--- config.mk ---
export PLATFORM = sky130hd
export DESIGN_NAME = lc3_trace_capture
export DESIGN_NICKNAME = d
export VERILOG_FILES = /design/src/rtl/lc3_trace_pkg.sv /design/src/rtl/lc3_trace_ram.sv /design/src/rtl/lc3_trace_capture.sv
export SDC_FILE = /design/constraint.sdc
export NUM_CORES = 2
export LEC_CHECK = 0
export CELL_PAD_IN_SITES_DETAIL_PLACEMENT = 1
export CELL_PAD_IN_SITES_GLOBAL_PLACEMENT = 2
export CORE_MARGIN = 2
export CORE_UTILIZATION = 35
export CTS_CLUSTER_DIAMETER = 150
export DETAILED_ROUTE_END_ITERATION = 12
export GPL_ROUTABILITY_DRIVEN = 0
export PLACE_DENSITY = 0.59
export RECOVER_POWER = 25
export SLEW_MARGIN = 20
export SYNTH_ARGS = -nofsm -noshare
export SYNTH_HDL_FRONTEND = slang
export SYNTH_SLANG_ARGS = --single-unit
export TNS_END_PERCENT = 100
--- constraint.sdc ---
create_clock -name clock -period 11.5 [get_ports clock]
set_clock_uncertainty 0.2 [all_clocks]
set_input_delay 2.875 -clock clock [delete_from_list [all_inputs] [get_ports clock]]
set_output_delay 2.875 -clock clock [all_outputs]
set_load 0.02 [all_outputs]
--- src/rtl/lc3_trace_pkg.sv ---
// ----------------------------------------------------------------------------
// lc3_trace_pkg : shared types and helpers for the LC3 pipeline trace capture
// Revision 1.0
// ----------------------------------------------------------------------------
`default_nettype none

package lc3_trace_pkg;

   typedef enum logic [1:0] {
      ST_IDLE  = 2'd0,
      ST_ARMED = 2'd1,
      ST_POST  = 2'd2,
      ST_READ  = 2'd3
   } trace_state_e;

   function automatic int addr_width(input int depth);
      return (depth > 1) ? $clog2(depth) : 1;
   endfunction

   function automatic int sel_width(input int channels);
      return (channels > 1) ? $clog2(channels) : 1;
   endfunction

   // Out-of-range selects (non power-of-2 CHANNELS) fall back to the top channel.
   function automatic int chan_lsb(input int ch, input int channels, input int width);
      return ((ch < channels) ? ch : channels - 1) * width;
   endfunction

endpackage

`default_nettype wire

--- src/rtl/lc3_trace_ram.sv ---
// ----------------------------------------------------------------------------
// lc3_trace_ram : DEPTH x DW simple dual-port buffer, registered read port
// Revision 1.0
// ----------------------------------------------------------------------------
`default_nettype none

module lc3_trace_ram
   import lc3_trace_pkg::*;
#(
   parameter  int DEPTH = 64,
   parameter  int DW    = 64,
   localparam int AW    = addr_width(DEPTH)
) (
   input  logic          clock,
   input  logic          reset,
   input  logic          we_i,
   input  logic [AW-1:0] waddr_i,
   input  logic [DW-1:0] wdata_i,
   input  logic          re_i,
   input  logic [AW-1:0] raddr_i,
   output logic [DW-1:0] rdata_o
);

   logic [DW-1:0] mem_q [DEPTH];
   logic [DW-1:0] rdata_q;

   always_ff @(posedge clock) begin
      if (we_i) begin
         mem_q[waddr_i] <= wdata_i;
      end
   end

   // Only the output register is reset; the storage array never is.
   always_ff @(posedge clock) begin
      if (!reset) begin
         rdata_q <= '0;
      end else if (re_i) begin
         rdata_q <= mem_q[raddr_i];
      end
   end

   assign rdata_o = rdata_q;

endmodule

`default_nettype wire

--- src/rtl/lc3_trace_capture.sv ---
// ----------------------------------------------------------------------------
// lc3_trace_capture : triggered circular probe capture with oldest-first readout
// Revision 1.0
// ----------------------------------------------------------------------------
`default_nettype none

module lc3_trace_capture
   import lc3_trace_pkg::*;
#(
   parameter  int CHANNELS = 4,
   parameter  int WIDTH    = 16,
   parameter  int DEPTH    = 64,
   localparam int AW       = addr_width(DEPTH),
   localparam int TW       = sel_width(CHANNELS),
   localparam int DW       = CHANNELS * WIDTH
) (
   input  logic             clock,
   input  logic             reset,
   input  logic [DW-1:0]    probe_data,
   input  logic             probe_valid,
   input  logic             arm,
   input  logic [TW-1:0]    trig_channel,
   input  logic [WIDTH-1:0] trig_value,
   input  logic [WIDTH-1:0] trig_mask,
   input  logic [AW:0]      post_count,
   output logic             rd_valid,
   input  logic             rd_ready,
   output logic [DW-1:0]    rd_data,
   output logic             rd_last,
   output logic             busy,
   output logic             triggered
);

   localparam logic [AW:0]   FULL   = (AW+1)'(DEPTH);
   localparam logic [AW:0]   L_ONE  = (AW+1)'(1);
   localparam logic [AW:0]   L_TWO  = (AW+1)'(2);
   localparam logic [AW-1:0] PMAX   = AW'(DEPTH - 1);
   localparam logic [AW-1:0] P_ONE  = AW'(1);

   trace_state_e  state_q;
   logic [AW-1:0] wr_ptr_q, rd_ptr_q, post_left_q;
   logic [AW:0]   fill_q, left_q;
   logic          triggered_q, rd_valid_q, rd_last_q, prime_q;

   logic [AW-1:0]    wr_ptr_d, rd_start_d, post_clamp;
   logic [AW:0]      fill_d;
   logic [WIDTH-1:0] trig_ch;
   logic             wr_en, match, hs, rd_en;
   int               trig_lsb;

   assign trig_lsb   = chan_lsb(int'(trig_channel), CHANNELS, WIDTH);
   assign trig_ch    = probe_data[trig_lsb +: WIDTH];
   assign wr_en      = ((state_q == ST_ARMED) || (state_q == ST_POST)) && probe_valid;
   assign match      = (state_q == ST_ARMED) && probe_valid &&
                       (((trig_ch ^ trig_value) & trig_mask) == '0);
   assign post_clamp = (post_count >= FULL) ? PMAX : post_count[AW-1:0];
   assign wr_ptr_d   = wr_ptr_q + P_ONE;
   assign fill_d     = (fill_q == FULL) ? FULL : fill_q + L_ONE;
   // Readout window is computed from the post-write pointer/fill of the final sample.
   assign rd_start_d = (fill_d == FULL) ? wr_ptr_d : '0;
   assign hs         = rd_valid_q && rd_ready;
   assign rd_en      = (state_q == ST_READ) && (prime_q || (hs && !rd_last_q));

   lc3_trace_ram #(
      .DEPTH (DEPTH),
      .DW    (DW)
   ) u_ram (
      .clock   (clock),
      .reset   (reset),
      .we_i    (wr_en),
      .waddr_i (wr_ptr_q),
      .wdata_i (probe_data),
      .re_i    (rd_en),
      .raddr_i (rd_ptr_q),
      .rdata_o (rd_data)
   );

   always_ff @(posedge clock) begin
      if (!reset) begin
         state_q     <= ST_IDLE;
         wr_ptr_q    <= '0;
         rd_ptr_q    <= '0;
         post_left_q <= '0;
         fill_q      <= '0;
         left_q      <= '0;
         triggered_q <= 1'b0;
         rd_valid_q  <= 1'b0;
         rd_last_q   <= 1'b0;
         prime_q     <= 1'b0;
      end else begin
         case (state_q)
            ST_IDLE: begin
               if (arm) begin
                  state_q     <= ST_ARMED;
                  wr_ptr_q    <= '0;
                  fill_q      <= '0;
                  post_left_q <= '0;
               end
            end
            ST_ARMED: begin
               if (wr_en) begin
                  wr_ptr_q <= wr_ptr_d;
                  fill_q   <= fill_d;
                  if (match) begin
                     triggered_q <= 1'b1;
                     post_left_q <= post_clamp;
                     if (post_clamp == '0) begin
                        state_q  <= ST_READ;
                        rd_ptr_q <= rd_start_d;
                        left_q   <= fill_d;
                        prime_q  <= 1'b1;
                     end else begin
                        state_q <= ST_POST;
                     end
                  end
               end
            end
            ST_POST: begin
               if (wr_en) begin
                  wr_ptr_q    <= wr_ptr_d;
                  fill_q      <= fill_d;
                  post_left_q <= post_left_q - P_ONE;
                  if (post_left_q == P_ONE) begin
                     state_q  <= ST_READ;
                     rd_ptr_q <= rd_start_d;
                     left_q   <= fill_d;
                     prime_q  <= 1'b1;
                  end
               end
            end
            ST_READ: begin
               // left_q counts the words still to be presented, including the current one.
               if (prime_q) begin
                  prime_q    <= 1'b0;
                  rd_valid_q <= 1'b1;
                  rd_last_q  <= (left_q == L_ONE);
                  rd_ptr_q   <= rd_ptr_q + P_ONE;
               end else if (hs) begin
                  if (rd_last_q) begin
                     state_q     <= ST_IDLE;
                     rd_valid_q  <= 1'b0;
                     rd_last_q   <= 1'b0;
                     triggered_q <= 1'b0;
                  end else begin
                     left_q    <= left_q - L_ONE;
                     rd_last_q <= (left_q == L_TWO);
                     rd_ptr_q  <= rd_ptr_q + P_ONE;
                  end
               end
            end
            default: state_q <= ST_IDLE;
         endcase
      end
   end

   assign rd_valid  = rd_valid_q;
   assign rd_last   = rd_last_q;
   assign busy      = (state_q != ST_IDLE);
   assign triggered = triggered_q;

endmodule

`default_nettype wire

==> results.py <==
metrics = {
    "run_status": {
        "failed_checks": "max-capacitance violations, max-slew violations",
        "status": "finished with violations",
    },
    "grt": {
        "track_usage_pct": 20.89,
        "grt_pass1_wl_um": 673400,
        "grt.overflow.total": 0,
        "antenna_found_initial": 55,
        "first_global_vias": 79960,
        "grt_max_degree": 138,
    },
    "synth": {
        "synth_cells": 6580,
        "synthTopCellsByCount": "edfxtp_1 (4096), mux4_2 (1336), clkbuf_1 (189)",
        "syn_nets": 6704,
        "syn_area_um2": 160800,
        "synth_ff_type": "edfxtp_1",
        "ys_seq_elements": 4198,
        "syn-mean-instance-area_um2": 24.43,
        "synthArstFlopShare_pct": 0,
        "seq_area_frac_synth_pct": 77.77,
        "synth_top_family_by_area": "multiplexers",
        "synth_compound_area_share_pct": 0.5237,
        "ys_types": 65,
        "synth-edff-count": 4096,
        "synth_fa_ha_area_share_pct": 0.1090,
        "synthMuxAreaShare_pct": 19.16,
        "synth_top_cell_area_share_pct": 76.50,
        "synth_xor_area_share_pct": 0.1416,
        "synth_warnings": 0,
        "synth.most_common_cell": "edfxtp_1",
        "synth_area_leaders": "edfxtp_1 (77%), mux4_2 (19%), dfxtp_1 (1.3%)",
        "yosys.area.top_type": "edfxtp_1",
        "yosys.area_share.simple_pct": 1.330,
    },
    "routing": {
        "avgViaCountPerCell": 5.531,
        "drt_iter0_drc": 8174,
        "drc": 0,
        "via_count": 75480,
        "routedWlPerCell_um": 35.80,
        "final_antenna_net_count": 0,
        "firstDrtPassIters": 5,
        "routed_wl_um": 488600,
    },
    "clock_tree": {
        "root_buffer": "clkbuf_16",
        "cts_setup_buffers": 0,
        "insertion_delay_ps": 1000,
        "cts_sinks": 4198,
        "cts_resized": 0,
        "cts_made_buffers": 441,
        "cts_tree": "built",
        "htreeDepth": 5,
        "cts.reportedPaths.clkPinSlew_ps": 60,
        "ctsHoldBuffers": 0,
        "clock_path_buffers": 4,
    },
    "floorplan": {
        "core-area_um2": 456800,
        "dieArea_um2": 464800,
        "rows": 248,
        "start_util_pct": 35.20,
        "die_w_um": 681.8,
        "die_h_um": 681.8,
        "ioPinCount": 178,
    },
    "critical_path": {
        "critPathLaunchType": "input port",
        "crit_path_frequent_cell": "mux2i_1",
        "crit_arrival_ps": 8500,
        "critPathMaxFanout": 65,
        "path_delay_family": "buffers and inverters",
        "r2r_slack_ps": 6010,
        "endpoint_kind": "flip-flop",
        "max_stage_delay_ps": 2470,
        "crit_chain": "buf_2 > clkbuf_1 > mux2i_1 > mux2i_1 > a2111oi_0 > nand4_1 > nor4_2 > a21oi_1 > mux2i_1",
        "worst-path-buf-inv": 2,
        "critPathKind": "input port to flip-flop",
        "required_ps": 12150,
        "slowest_stage": "clkbuf_1",
    },
    "sta": {
        "timing.final.crit_share_pct": 68.24,
        "final_max_slew_viol_count": 2065,
        "rsz0062_at_grt": "false",
        "setup-violations-final": 0,
        "slew_headroom_pct": -139.4,
        "hold_viol_final": 0,
        "fmax_mhz": 127.4,
        "fin_tns_setup_ps": 0,
        "worst_pin_slew_ps": 3591,
        "post-route-min-period_ps": 7847,
    },
    "pwr": {
        "power_density_nw_per_um2": 189.0,
        "power_leakage_uw": 0.05470,
        "ir_drop_uv": 162.7,
    },
    "placed_design": {
        "dp.cells": 12810,
        "port_buffers": 177,
        "dp_hpwl_um": 280500,
    },
    "job": {
        "cap_violations": 45,
    },
    "min_path": {
        "hp-class": "flip-flop to flip-flop",
    },
    "cells_and_area": {
        "post_route_cells_drive_above_1_share_pct": 30.83,
        "syn_to_final_growth_pct": 15.00,
        "finalNonFillerCells": 13650,
        "nNetsFinal": 7250,
        "fillers": 42300,
    },
}
-- sequential cells by signal, indices dropped and copies added, names as in the netlist --
name / flops
fill_q: 7
left_q: 7
post_left_q: 6
prime_q: 1
rd_last: 1
rd_ptr_q: 6
rd_valid: 1
state_q: 2
triggered: 1
u_ram.mem_q: 4096
u_ram.rdata_o: 64
wr_ptr_q: 6
-- cell type report --
type / count / area (µm²) / share of cell area (%)
clock buffer: 570 / 11770 / 6.365
timing repair buffer: 451 / 3576 / 1.934
tap: 6125 / 7664 / 4.145
clock inverter: 246 / 1999 / 1.081
antenna: 22 / 55.05 / 0.02978
inverter: 18 / 67.56 / 0.03654
multi-input combinational: 2016 / 34700 / 18.77
sequential: 4198 / 125100 / 67.64
-- routing by layer --
metal | GRT usage (%) | part of all wire (%) | up-vias
met3 | 2.728 | 5.3 | 653
met1 | 28.40 | 41 | 42700
met5 | 0 | 0.012 | -
met2 | 34.82 | 49 | 2493
li1 | - | - | 29630
met4 | 7.004 | 3.8 | 8
-- worst paths after layout --
path | start | endpoint | cells past startpoint
max reg2reg | rd_ptr_q[0] | u_ram.rdata_o[42] | 8
min reg2reg | u_ram.rdata_o[21] | u_ram.rdata_o[21] | 2
max | probe_data[0] | post_left_q[2] | 9
min | u_ram.rdata_o[21] | u_ram.rdata_o[21] | 2
-- per-stage QoR --
step | setup slack, ps | total power, µW | area (µm²) | util, % | hold slack (ps)
after global routing | 3372 | 35980 | 184900 | 40.47 | 262.2
after global placement | 4070 | 21510 | 171200 | 37.49 | 236.0
after detailed placement | 4027 | 21530 | 171300 | 37.50 | 237.7
after CTS | 5118 | 35320 | 185000 | 40.51 | 245.7
after floorplan | 1117 | 19720 | 160800 | - | 257.4
final | 3653 | 34940 | 184900 | 40.48 | 242.4
-- power by group --
group / switching, µW / leakage (µW) / internal, µW / total (µW)
registers: 98.9 / 0.0376 / 16900 / 17000
clock network: 6010 / 0.00673 / 7800 / 13800
logic: 2420 / 0.0103 / 1710 / 4130
total: 8530 / 0.0547 / 26400 / 34900
-- cell usage in the layout (no fill, tap or decap), drive strengths merged, types with 23 or more instances in the layout --
cell type	n
buf	271
nand3	23
clkinv	197
clkdlybuf4s50	111
mux2i	59
nand2b	63
inv	32
a21oi	35
bufinv	27
edfxtp	4096
mux4	1336
o21ai	33
nand2	164
dfxtp	102
nor2	106
clkbuf	639
-- cells by family after synthesis --
group | count (synthesis)
AO/OA/AOI/OAI | 127
buffers and inverters | 366
multiplexers | 1406
AND/OR/NAND/NOR | 443
XOR/XNOR | 26
flip-flops | 4198
adder cells (fa/ha/maj) | 14
-- worst reg2reg max path, delay by kind of cell (launching register included) --
family	cells	cell delay [ps]
multiplexers	3	1840
AND/OR/NAND/NOR	2	170
buffers and inverters	3	2180
flip-flops	1	960
Note: power is estimated with default switching activity, not from simulation.
